===== src/rtl/horn_light_arbiter.sv =====
// rtl/horn_light_arbiter.sv - fixed-priority horn/light actuator arbiter with chirp and alarm timing
//
// Purpose: shares one horn/light actuator among lock chirps (1 chirp),
//   unlock chirps (2 chirps) and the alarm (continuous blink while
//   requested). Priority in IDLE: alarm > unlock > lock.
// Optional feature macro: HORN_MUTE_EN (adds the mute input, which blanks
//   the horn during chirps).
// Ports:
//   clk        in   system clock, rising edge
//   reset1     in   asynchronous active-low reset
//   lock_req   in   1-cycle pulse, request one chirp
//   unlock_req in   1-cycle pulse, request two chirps
//   alarm_req  in   level, alarm active while high
//   mute       in   (HORN_MUTE_EN only) force horn low in chirp states
//   horn       out  registered horn drive
//   lights     out  registered light drive
//   grant      out  owner: 00 none, 01 lock, 10 unlock, 11 alarm
//   busy       out  high whenever state != IDLE
//   done       out  1-cycle pulse when a lock/unlock sequence completes
module horn_light_arbiter #(
  parameter int CHIRP_CYC     = 3,
  parameter int GAP_CYC       = 2,
  parameter int ALARM_ON_CYC  = 4,
  parameter int ALARM_OFF_CYC = 4
) (
  input  logic       clk,
  input  logic       reset1,
  input  logic       lock_req,
  input  logic       unlock_req,
  input  logic       alarm_req,
`ifdef HORN_MUTE_EN
  input  logic       mute,
`endif
  output logic       horn,
  output logic       lights,
  output logic [1:0] grant,
  output logic       busy,
  output logic       done
);

  function automatic int max2(input int a, input int b);
    return (a > b) ? a : b;
  endfunction

  localparam int MAXP = max2(max2(CHIRP_CYC, GAP_CYC), max2(ALARM_ON_CYC, ALARM_OFF_CYC));
  localparam int CW   = $clog2(MAXP + 1);

  localparam logic [CW-1:0] CHIRP_LD = CW'(CHIRP_CYC - 1);
  localparam logic [CW-1:0] GAP_LD   = CW'(GAP_CYC - 1);
  localparam logic [CW-1:0] AON_LD   = CW'(ALARM_ON_CYC - 1);
  localparam logic [CW-1:0] AOFF_LD  = CW'(ALARM_OFF_CYC - 1);

  typedef enum logic [2:0] {
    IDLE      = 3'd0,
    CHIRP_ON  = 3'd1,
    CHIRP_GAP = 3'd2,
    ALARM_ON  = 3'd3,
    ALARM_OFF = 3'd4
  } state_t;

  state_t        state, state_n;
  logic [CW-1:0] cnt, cnt_n;          // cycles left in the current state minus one
  logic          more, more_n;        // another chirp follows the current one
  logic          lock_p, lock_p_n;
  logic          unlock_p, unlock_p_n;
  logic [1:0]    grant_n;
  logic          done_n, horn_n, lights_n, on_n;
  logic          lock_eff, unlock_eff;

  always_ff @(posedge clk or negedge reset1) begin
    if (!reset1) begin
      state    <= IDLE;
      cnt      <= '0;
      more     <= 1'b0;
      lock_p   <= 1'b0;
      unlock_p <= 1'b0;
      grant    <= 2'b00;
      done     <= 1'b0;
      horn     <= 1'b0;
      lights   <= 1'b0;
    end else begin
      state    <= state_n;
      cnt      <= cnt_n;
      more     <= more_n;
      lock_p   <= lock_p_n;
      unlock_p <= unlock_p_n;
      grant    <= grant_n;
      done     <= done_n;
      horn     <= horn_n;
      lights   <= lights_n;
    end
  end

  always_comb begin
    state_n    = state;
    cnt_n      = cnt;
    more_n     = more;
    grant_n    = grant;
    done_n     = 1'b0;
    // A pulse arriving in IDLE is seen on the same edge, so it can start
    // immediately; the flag is then cleared below for the one that starts.
    lock_eff   = lock_p | lock_req;
    unlock_eff = unlock_p | unlock_req;
    lock_p_n   = lock_eff;
    unlock_p_n = unlock_eff;

    case (state)
      IDLE: begin
        grant_n = 2'b00;
        if (alarm_req) begin
          state_n = ALARM_ON;
          cnt_n   = AON_LD;
          grant_n = 2'b11;
        end else if (unlock_eff) begin
          state_n    = CHIRP_ON;
          cnt_n      = CHIRP_LD;
          more_n     = 1'b1;
          grant_n    = 2'b10;
          unlock_p_n = 1'b0;
        end else if (lock_eff) begin
          state_n  = CHIRP_ON;
          cnt_n    = CHIRP_LD;
          more_n   = 1'b0;
          grant_n  = 2'b01;
          lock_p_n = 1'b0;
        end
      end
      CHIRP_ON: begin
        if (alarm_req) begin
          state_n = ALARM_ON;
          cnt_n   = AON_LD;
          grant_n = 2'b11;
        end else if (cnt == '0) begin
          state_n = CHIRP_GAP;
          cnt_n   = GAP_LD;
        end else begin
          cnt_n = cnt - 1'b1;
        end
      end
      CHIRP_GAP: begin
        if (alarm_req) begin
          state_n = ALARM_ON;
          cnt_n   = AON_LD;
          grant_n = 2'b11;
        end else if (cnt == '0) begin
          if (more) begin
            state_n = CHIRP_ON;
            cnt_n   = CHIRP_LD;
            more_n  = 1'b0;
          end else begin
            state_n = IDLE;
            cnt_n   = '0;
            grant_n = 2'b00;
            done_n  = 1'b1;
          end
        end else begin
          cnt_n = cnt - 1'b1;
        end
      end
      ALARM_ON: begin
        if (!alarm_req) begin
          state_n = IDLE;
          cnt_n   = '0;
          grant_n = 2'b00;
        end else if (cnt == '0) begin
          state_n = ALARM_OFF;
          cnt_n   = AOFF_LD;
        end else begin
          cnt_n = cnt - 1'b1;
        end
      end
      ALARM_OFF: begin
        if (!alarm_req) begin
          state_n = IDLE;
          cnt_n   = '0;
          grant_n = 2'b00;
        end else if (cnt == '0) begin
          state_n = ALARM_ON;
          cnt_n   = AON_LD;
        end else begin
          cnt_n = cnt - 1'b1;
        end
      end
      default: begin
        state_n = IDLE;
        cnt_n   = '0;
        grant_n = 2'b00;
      end
    endcase

    // Outputs are registered from the next state so they line up with it.
    on_n     = (state_n == CHIRP_ON) || (state_n == ALARM_ON);
    lights_n = on_n;
`ifdef HORN_MUTE_EN
    horn_n   = on_n & ~(mute & (state_n == CHIRP_ON));
`else
    horn_n   = on_n;
`endif
  end

  assign busy = (state != IDLE);

endmodule


===== config.mk =====
export PLATFORM = sky130hd
export DESIGN_NAME = horn_light_arbiter
export DESIGN_NICKNAME = d
export VERILOG_FILES = /design/src/rtl/horn_light_arbiter.sv
export SDC_FILE = /design/constraint.sdc
export NUM_CORES = 1
export LEC_CHECK = 0
export ABC_AREA = 1
export CAP_MARGIN = 30
export CORE_ASPECT_RATIO = 0.75
export CORE_MARGIN = 5
export CORE_UTILIZATION = 45
export CTS_CLUSTER_DIAMETER = 150
export DETAILED_ROUTE_END_ITERATION = 10
export PLACE_DENSITY = 0.68
export SLEW_MARGIN = 30
export SYNTH_ARGS = -nofsm -noshare
export SYNTH_HDL_FRONTEND = slang
export SYNTH_SLANG_ARGS = --single-unit

===== constraint.sdc =====
create_clock -name clk -period 2.9 [get_ports clk]
set_input_delay 0.725 -clock clk [delete_from_list [all_inputs] [get_ports clk]]
set_output_delay 0.725 -clock clk [all_outputs]
set_load 0.005 [all_outputs]

After elaboration in Yosys (flattened, before gate mapping)
Index checks and enable logic that the tools add are counted.

Register bits: 13. Bits of input ports: 5. Output and inout port bits: 6. Logic and storage cells: 82.

Add/subtract/negate cells: 1. Equality and inequality tests: 15. Multiplexer cells: 48. Bitwise gates (word level): 2. Reductions and logical operators: 8.

Operators with widths (number): $mux W3 (20); $mux W1 (16); $mux W2 (8); $pmux W3 S5 (1); $pmux W3 S4 (1); $ne A2 B2 Y1 const B (5); $eq A3 B2 Y1 const B (3); $ne A3 B3 Y1 const B (3); $pmux W2 S4 (1); $eq A3 B1 Y1 const B (2); $logic_not A3 Y1 (2); $reduce_and A5 Y1 (1); $ne A4 B4 Y1 const B (1); $reduce_and A4 Y1 (1); $eq A3 B3 Y1 const B (1); $reduce_bool A3 Y1 (1); $sub A3 B1 Y3 const B (1); $or A1 B1 Y1 (2); $pmux W1 S2 (1); $reduce_bool A2 Y1 (1); $reduce_or A2 Y1 (1); $logic_or A1 B1 Y1 (1).

Logic depth before layout (Yosys ltp)
Gate-level depths: netlist (run 1).

Depth after elaboration: 7. Gate-level depth with buffers: 10. Mapped depth without buffers: 9.

Worst setup path after synthesis (run 1)
Ideal clock, no wire load.

Path type: reg-to-output. Start: reg state[0]. End: out busy. Arrival: 0.830 ns. Required time: 2.175 ns. Slack: 1.345 ns. Cell stages (with the launch flop): 5. Path buffers: 0. Path through: dfrtp_1 nor2_4 inv_2 nor2_4 inv_1.

Cells in the longest elaborated chain, start to end: 1.

RTL lines: from (decl) (line 61) `state_t state, state_n;`; from (signal assigned) (line 82) `state <= state_n;`; $reduce_bool A3 Y1 (line 201) `assign busy = (state != IDLE);`; to (decl) (line 37) `output logic busy,`.

No other way between the ends.

Worst setup path after layout (run 1)
Same ends and word-level chain as after synthesis.

==> results of run 1 <==
[power by group through the flow]
stage	Sequential, mW	Clock (mW)	Combinational, mW
floorplan	0.334	0	0.583
global placement	0.364	0	0.723
detailed placement	0.367	0	0.736
CTS	0.364	0.122	0.741
global route	0.376	0.131	0.841
finish	0.365	0.118	0.744
[worst max-delay path: cells and delay by family, from the launching register on]
family	cells	cell delay, ps
buffers and inverters	3	560
DFF	1	480
and+or+nand+nor	2	350
[final cells by class]
| type | count | area (um2) | area share |
|---|---|---|---|
| clock buffer | 4 | 26.3 | 0.0247 |
| multi-input combinational | 95 | 507 | 0.476 |
| inverter | 18 | 67.6 | 0.0635 |
| tap | 24 | 30.0 | 0.0282 |
| sequential | 13 | 325 | 0.306 |
| timing repair buffer | 11 | 108 | 0.101 |
[flip-flops by register name, indices dropped and copies added, names as in the netlist]
name,count
lights,1
cnt,3
more,1
lock_p,1
done,1
state,3
grant,2
unlock_p,1
[cells in the final DEF (no fill, tap or decap), types with 3 or more instances in the layout]
| master | count |
|---|---|
| nand2_1 | 34 |
| inv_1 | 17 |
| nor2_1 | 14 |
| dfrtp_1 | 13 |
| nand3_1 | 10 |
| clkdlybuf4s50_1 | 10 |
| nand2_2 | 5 |
| a21oi_1 | 5 |
| nand4_1 | 4 |
| nand3_2 | 4 |
| o21ai_0 | 3 |
| o21ai_1 | 3 |
| ha_1 | 3 |
| clkbuf_4 | 3 |
[logic make-up (layout without fill, tap and decap cells)]
family / after synthesis / in the layout / synth area share
adder cells (fa/ha/maj): 3 / 3 / 0.0397
AO/OA/AOI/OAI: 15 / 15 / 0.0901
AND/OR/NAND/NOR: 77 / 77 / 0.407
flip-flops: 13 / 13 / 0.344
buffers and inverters: 23 / 33 / 0.119
[routing by layer]
| metal | track usage | vias up |
|---|---|---|
| li1 | - | 441 |
| met1 | 0.185 | 421 |
| met2 | 0.235 | 26 |
| met3 | 0.0500 | 5 |
| met4 | 0.0389 | 0 |
| met5 | 0 | - |
[path summary, 6_finish.rpt]
kind / end / slack [ps] / depth (start not counted)
min reg2reg: grant[1] / 490 / 2
max reg2reg: state[0] / 1280 / 7
max: busy / 500 / 5
min in group asynchronous: done / 820 / 1
min: grant[1] / 490 / 2
max in group asynchronous: lock_p / 1690 / 1
==> results.sh, run 1 <==
export IMPL_end_kind="primary output"
export IMPL_cts_hold_buffers_added=0
export IMPL_startpoint="state[0]"
export IMPL_netlist_area_um2=945
export IMPL_die_height_um=49.7
export IMPL_io_buffers=10
export IMPL_cts_max_level=1
export IMPL_met1_length_um=970
export IMPL_min_delay_start="grant[1]"
export IMPL_grt_first_pass_wirelength_um=3620
export IMPL_p_leak_nw=0.529
export IMPL_max_cap_violations=0
export IMPL_track_usage=0.146
export IMPL_worstPathMaxFanout=7
export IMPL_hold_slack_ps=491
export IMPL_drc=0
export IMPL_start_util=0.473
export IMPL_yosysMostFrequentCell="nand2_1"
export IMPL_fillCellCount=204
export IMPL_hold_violations=0
export IMPL_cts_buffers=3
export IMPL_crit_arrival_ps=1670
export IMPL_worstPathCellList="nor2_4, inv_2, nor2_4, inv_1, clkdlybuf4s50_1"
export IMPL_pre_cts_ws_ps=684
export IMPL_crit_slowest_cell="dfrtp_1"
export IMPL_power_switching_uw=614
export IMPL_min_path_type="reg -> reg"
export IMPL_power_frac_seq=0.297
export IMPL_post_route_period_util=0.827
export IMPL_grt_max_degree=14
export IMPL_drv_slew=0
export IMPL_vias=893
export IMPL_max_slew_margin_rel=0.592
export IMPL_synth_main_ff_cell="dfrtp_1"
export IMPL_routed_wl_um=2180
export IMPL_rsz0062_at_grt="no"
export IMPL_dpl_cell_area_um2=1040
export IMPL_fp_dieW_um=62.9
export IMPL_outcome="finished, final reports clean"
export IMPL_first_iter_violations=37
export IMPL_top_layer="met4"
export IMPL_setup_viol=0
export IMPL_final_core_utilization=0.533
export IMPL_synth_nets=139
export IMPL_first_global_vias=804
export IMPL_ant_nets=0
export IMPL_clk_insertion_delay_late_ps=280
export IMPL_cts_resized=0
export IMPL_final_area_um2=1060
export IMPL_cts_tree="built"
export IMPL_syn_area_per_cell_um2=7.21
export IMPL_dr_wl_met2_um=1020
export IMPL_dp_cells=161
export IMPL_yosys_warnings=0
export IMPL_area_growth_syn_to_layout_pct=12.6
export IMPL_p_comb_frac=0.606
export IMPL_dr_pass1_iters=4
export IMPL_via_per_inst=5.41
export IMPL_post_cts_buffers=0
export IMPL_synth_seq_cells=13
export IMPL_routedWlPerCell_um=13.2
export IMPL_num_io_pins=11
export IMPL_dr_wl_met3_um=168
export IMPL_final_cells=165
export IMPL_slowest_delay_ps=480
export IMPL_synth_cell_types=25
export IMPL_ys_top_cells_by_count="34 x nand2_1, 17 x inv_1, 14 x nor2_1"
export IMPL_clockRootBuffer="clkbuf_4"
export IMPL_power_density_nw_per_um2=1150
export IMPL_yosysTopAreaCell="dfrtp_1"
export IMPL_clk_pin_slew_worst_paths_ps=80
export IMPL_ys_top_cells_by_area="dfrtp_1 34%, nand2_1 14%, inv_1 6.8%"
export IMPL_switching_share=0.500
export IMPL_clkPwrFrac=0.097
export IMPL_worstPathRequired_ps=2170
export IMPL_postLayoutSetupSlackWorst_ps=501
export IMPL_core_um2=2000
export IMPL_p_int_uw=613
export IMPL_antenna_cells=0
export IMPL_start_kind="flip-flop"
export IMPL_die_area_um2=3130
export IMPL_drive_gt1_frac=0.142
export IMPL_gr_total_overflow=0
export IMPL_tightestPinTransition_ps=611
export IMPL_peakVddDrop_uv=612
export IMPL_clock_sinks=13
export IMPL_fin_tns_setup_ps=0
export IMPL_r2r_start="cnt[0]"
export IMPL_fin_crit_ps=2400
export IMPL_dp_hpwl_um=1670
export IMPL_clk_path_buf_depth=2
export IMPL_clock_fmax_mhz=417
export IMPL_finClkSkew_ps=3.41
export IMPL_cpMostUsedCell="nor2_4"
export IMPL_worstSetupPathType="reg -> out"
export IMPL_p_total_mw=1.23
export IMPL_synth_edff_count=0
export IMPL_synthCells=131
export IMPL_synth_async_reset_ratio=1.00
export IMPL_antenna_found_initial=0
export IMPL_std_cell_rows=14
export IMPL_synth_top_area_share=0.344
export IMPL_gp_congestion=0.897
export IMPL_fin_nets=150
export IMPL_yosysSeqAreaShare=0.344
(Power assumes the default switching activity.)
==> inputs of run 2 (changes only) <==
==> constraint.sdc (replaced) <==
create_clock -name clk -period 2.27 [get_ports clk]
set_input_delay 0.5675 -clock clk [delete_from_list [all_inputs] [get_ports clk]]
set_output_delay 0.5675 -clock clk [all_outputs]
set_load 0.005 [all_outputs]
==> run 2 against run 1 <==
  * Wire length shrank 0.28%
  * Utilization is 1.3 points higher
  * Final area rose by 2.4%
  * First-iteration DRC count shrank 11%
  * Clock power increased by 28%
  * Sequential power is 26% higher
  * Worst setup slack got worse by 410 ps
  * Critical endpoint unchanged
  * Largest cell class unchanged
==> results.sh, run 2 (same netlist as run 1, synthesis figures left out) <==
export IMPL_clk_path_buf_depth=2
export IMPL_tightestPinTransition_ps=603
export IMPL_ant_nets=0
export IMPL_worstPathRequired_ps=1700
export IMPL_regArea_um2=327
export IMPL_routedWlPerCell_um=12.9
export IMPL_clk_insertion_delay_late_ps=290
export IMPL_outcome="finished, final reports clean"
export IMPL_crit_arrival_ps=1610
export IMPL_final_area_um2=1090
export IMPL_routed_wl_um=2170
export IMPL_track_usage=0.144
export IMPL_num_io_pins=11
export IMPL_startpoint="state[0]"
export IMPL_first_iter_violations=33
export IMPL_r2r_start="cnt[0]"
export IMPL_antenna_cells=0
export IMPL_post_route_period_util=0.960
export IMPL_antenna_found_initial=0
export IMPL_worstSetupPathType="reg -> out"
export IMPL_start_util=0.473
export IMPL_power_density_nw_per_um2=1480
export IMPL_via_per_inst=5.20
export IMPL_clock_sinks=13
export IMPL_final_cells=168
export IMPL_p_leak_nw=0.545
export IMPL_max_slew_margin_rel=0.597
export IMPL_dpl_cell_area_um2=1040
export IMPL_hold_violations=0
export IMPL_fin_crit_ps=2180
export IMPL_finClkSkew_ps=5.44
export IMPL_peakVddDrop_uv=736
export IMPL_std_cell_rows=14
export IMPL_min_delay_start="grant[1]"
export IMPL_p_total_mw=1.61
export IMPL_multi_input_area_um2=507
export IMPL_area_growth_syn_to_layout_pct=15.2
export IMPL_cts_buffers=3
export IMPL_clockRootBuffer="clkbuf_4"
export IMPL_clk_pin_slew_worst_paths_ps=90
export IMPL_end_kind="primary output"
export IMPL_fillCellCount=192
export IMPL_top_regs="cnt (3), state (3), grant (2)"
export IMPL_drc=0
export IMPL_start_kind="flip-flop"
export IMPL_drv_slew=0
export IMPL_clock_fmax_mhz=459
export IMPL_hold_slack_ps=484
export IMPL_cts_tree="built"
export IMPL_worstPathMaxFanout=7
export IMPL_final_common_cell="nand2_1"
export IMPL_fin_nets=153
export IMPL_grt_first_pass_wirelength_um=3590
export IMPL_first_global_vias=767
export IMPL_gp_congestion=0.905
export IMPL_die_height_um=49.7
export IMPL_core_um2=2000
export IMPL_dp_hpwl_um=1630
export IMPL_io_buffers=10
export IMPL_max_cap_violations=0
export IMPL_drive_gt1_frac=0.174
export IMPL_gr_total_overflow=0
export IMPL_rsz0062_at_grt="no"
export IMPL_setup_viol=0
export IMPL_final_cell_mix="34 x nand2_1, 17 x inv_1, 14 x nor2_1"
export IMPL_min_path_type="reg -> reg"
export IMPL_grt_max_degree=14
export IMPL_fp_dieW_um=62.9
export IMPL_vias=873
export IMPL_fin_tns_setup_ps=0
export IMPL_die_area_um2=3130
export IMPL_dr_pass1_iters=4
export IMPL_dp_cells=161
export IMPL_cts_max_level=1
## run 2: where the power goes
group	internal, mW	switching [mW]	leakage, nW
registers	0.342	0.119	0.154
clock network	0.0656	0.0857	0.0177
logic	0.415	0.586	0.373
## run 2: cell type report
cell class	count	area share
Sequential cell	13	0.300
Tap cell	24	0.0276
Inverter	18	0.0621
Timing Repair Buffer	14	0.120
Multi-Input combinational cell	95	0.466
Clock inverter	1	0.00460
Clock buffer	3	0.0207
## run 2: worst paths after layout
path	end	slack, ps	depth (start not counted)
worst max-delay path	busy	90	5
worst min-delay path	grant[1]	480	2
worst max register to register	state[0]	640	7
worst min register to register	grant[1]	480	2
max in group asynchronous	state[0]	1190	1
min in group asynchronous	cnt[1]	650	1
## run 2: through the flow
stage	utilization	setup WS, ps
2_1_floorplan	-	873
3_3_place_gp	0.519	318
3_5_place_dp	0.519	298
4_1_cts	0.534	2.03
5_1_grt	0.545	3.80
6_report	0.545	90.8
## run 2: critical path: stages (launching register included)
cell             delay, ps
dfrtp_2                450
nor2_4                 140
inv_2                   50
nor2_4                 170
inv_1                   60
clkdlybuf4s50_1        440
## run 2: per-layer routing
layer	track usage	routed length, um
met1	0.216	1120
met2	0.198	889
met3	0.0432	162
met4	0.0318	8
met5	0	0
## run 2: repair_timing
item	in CTS	in global routing
setup endpoints to repair	1	1
resized for setup	1	0
pin swaps	0	1
hold buffers	0	0
gates cloned	0	0
setup buffers	0	3
==> inputs of run 3 (changes only) <==
--- a/config.mk
+++ b/config.mk
@@ -11,6 +11,7 @@
 export CORE_MARGIN = 5
 export CORE_UTILIZATION = 45
 export CTS_CLUSTER_DIAMETER = 150
+export CTS_CLUSTER_SIZE = 24
 export DETAILED_ROUTE_END_ITERATION = 10
 export PLACE_DENSITY = 0.68
 export SLEW_MARGIN = 30
==> results of run 3 <==
The final DEF is identical to that of run 2; final timing and power are the same.
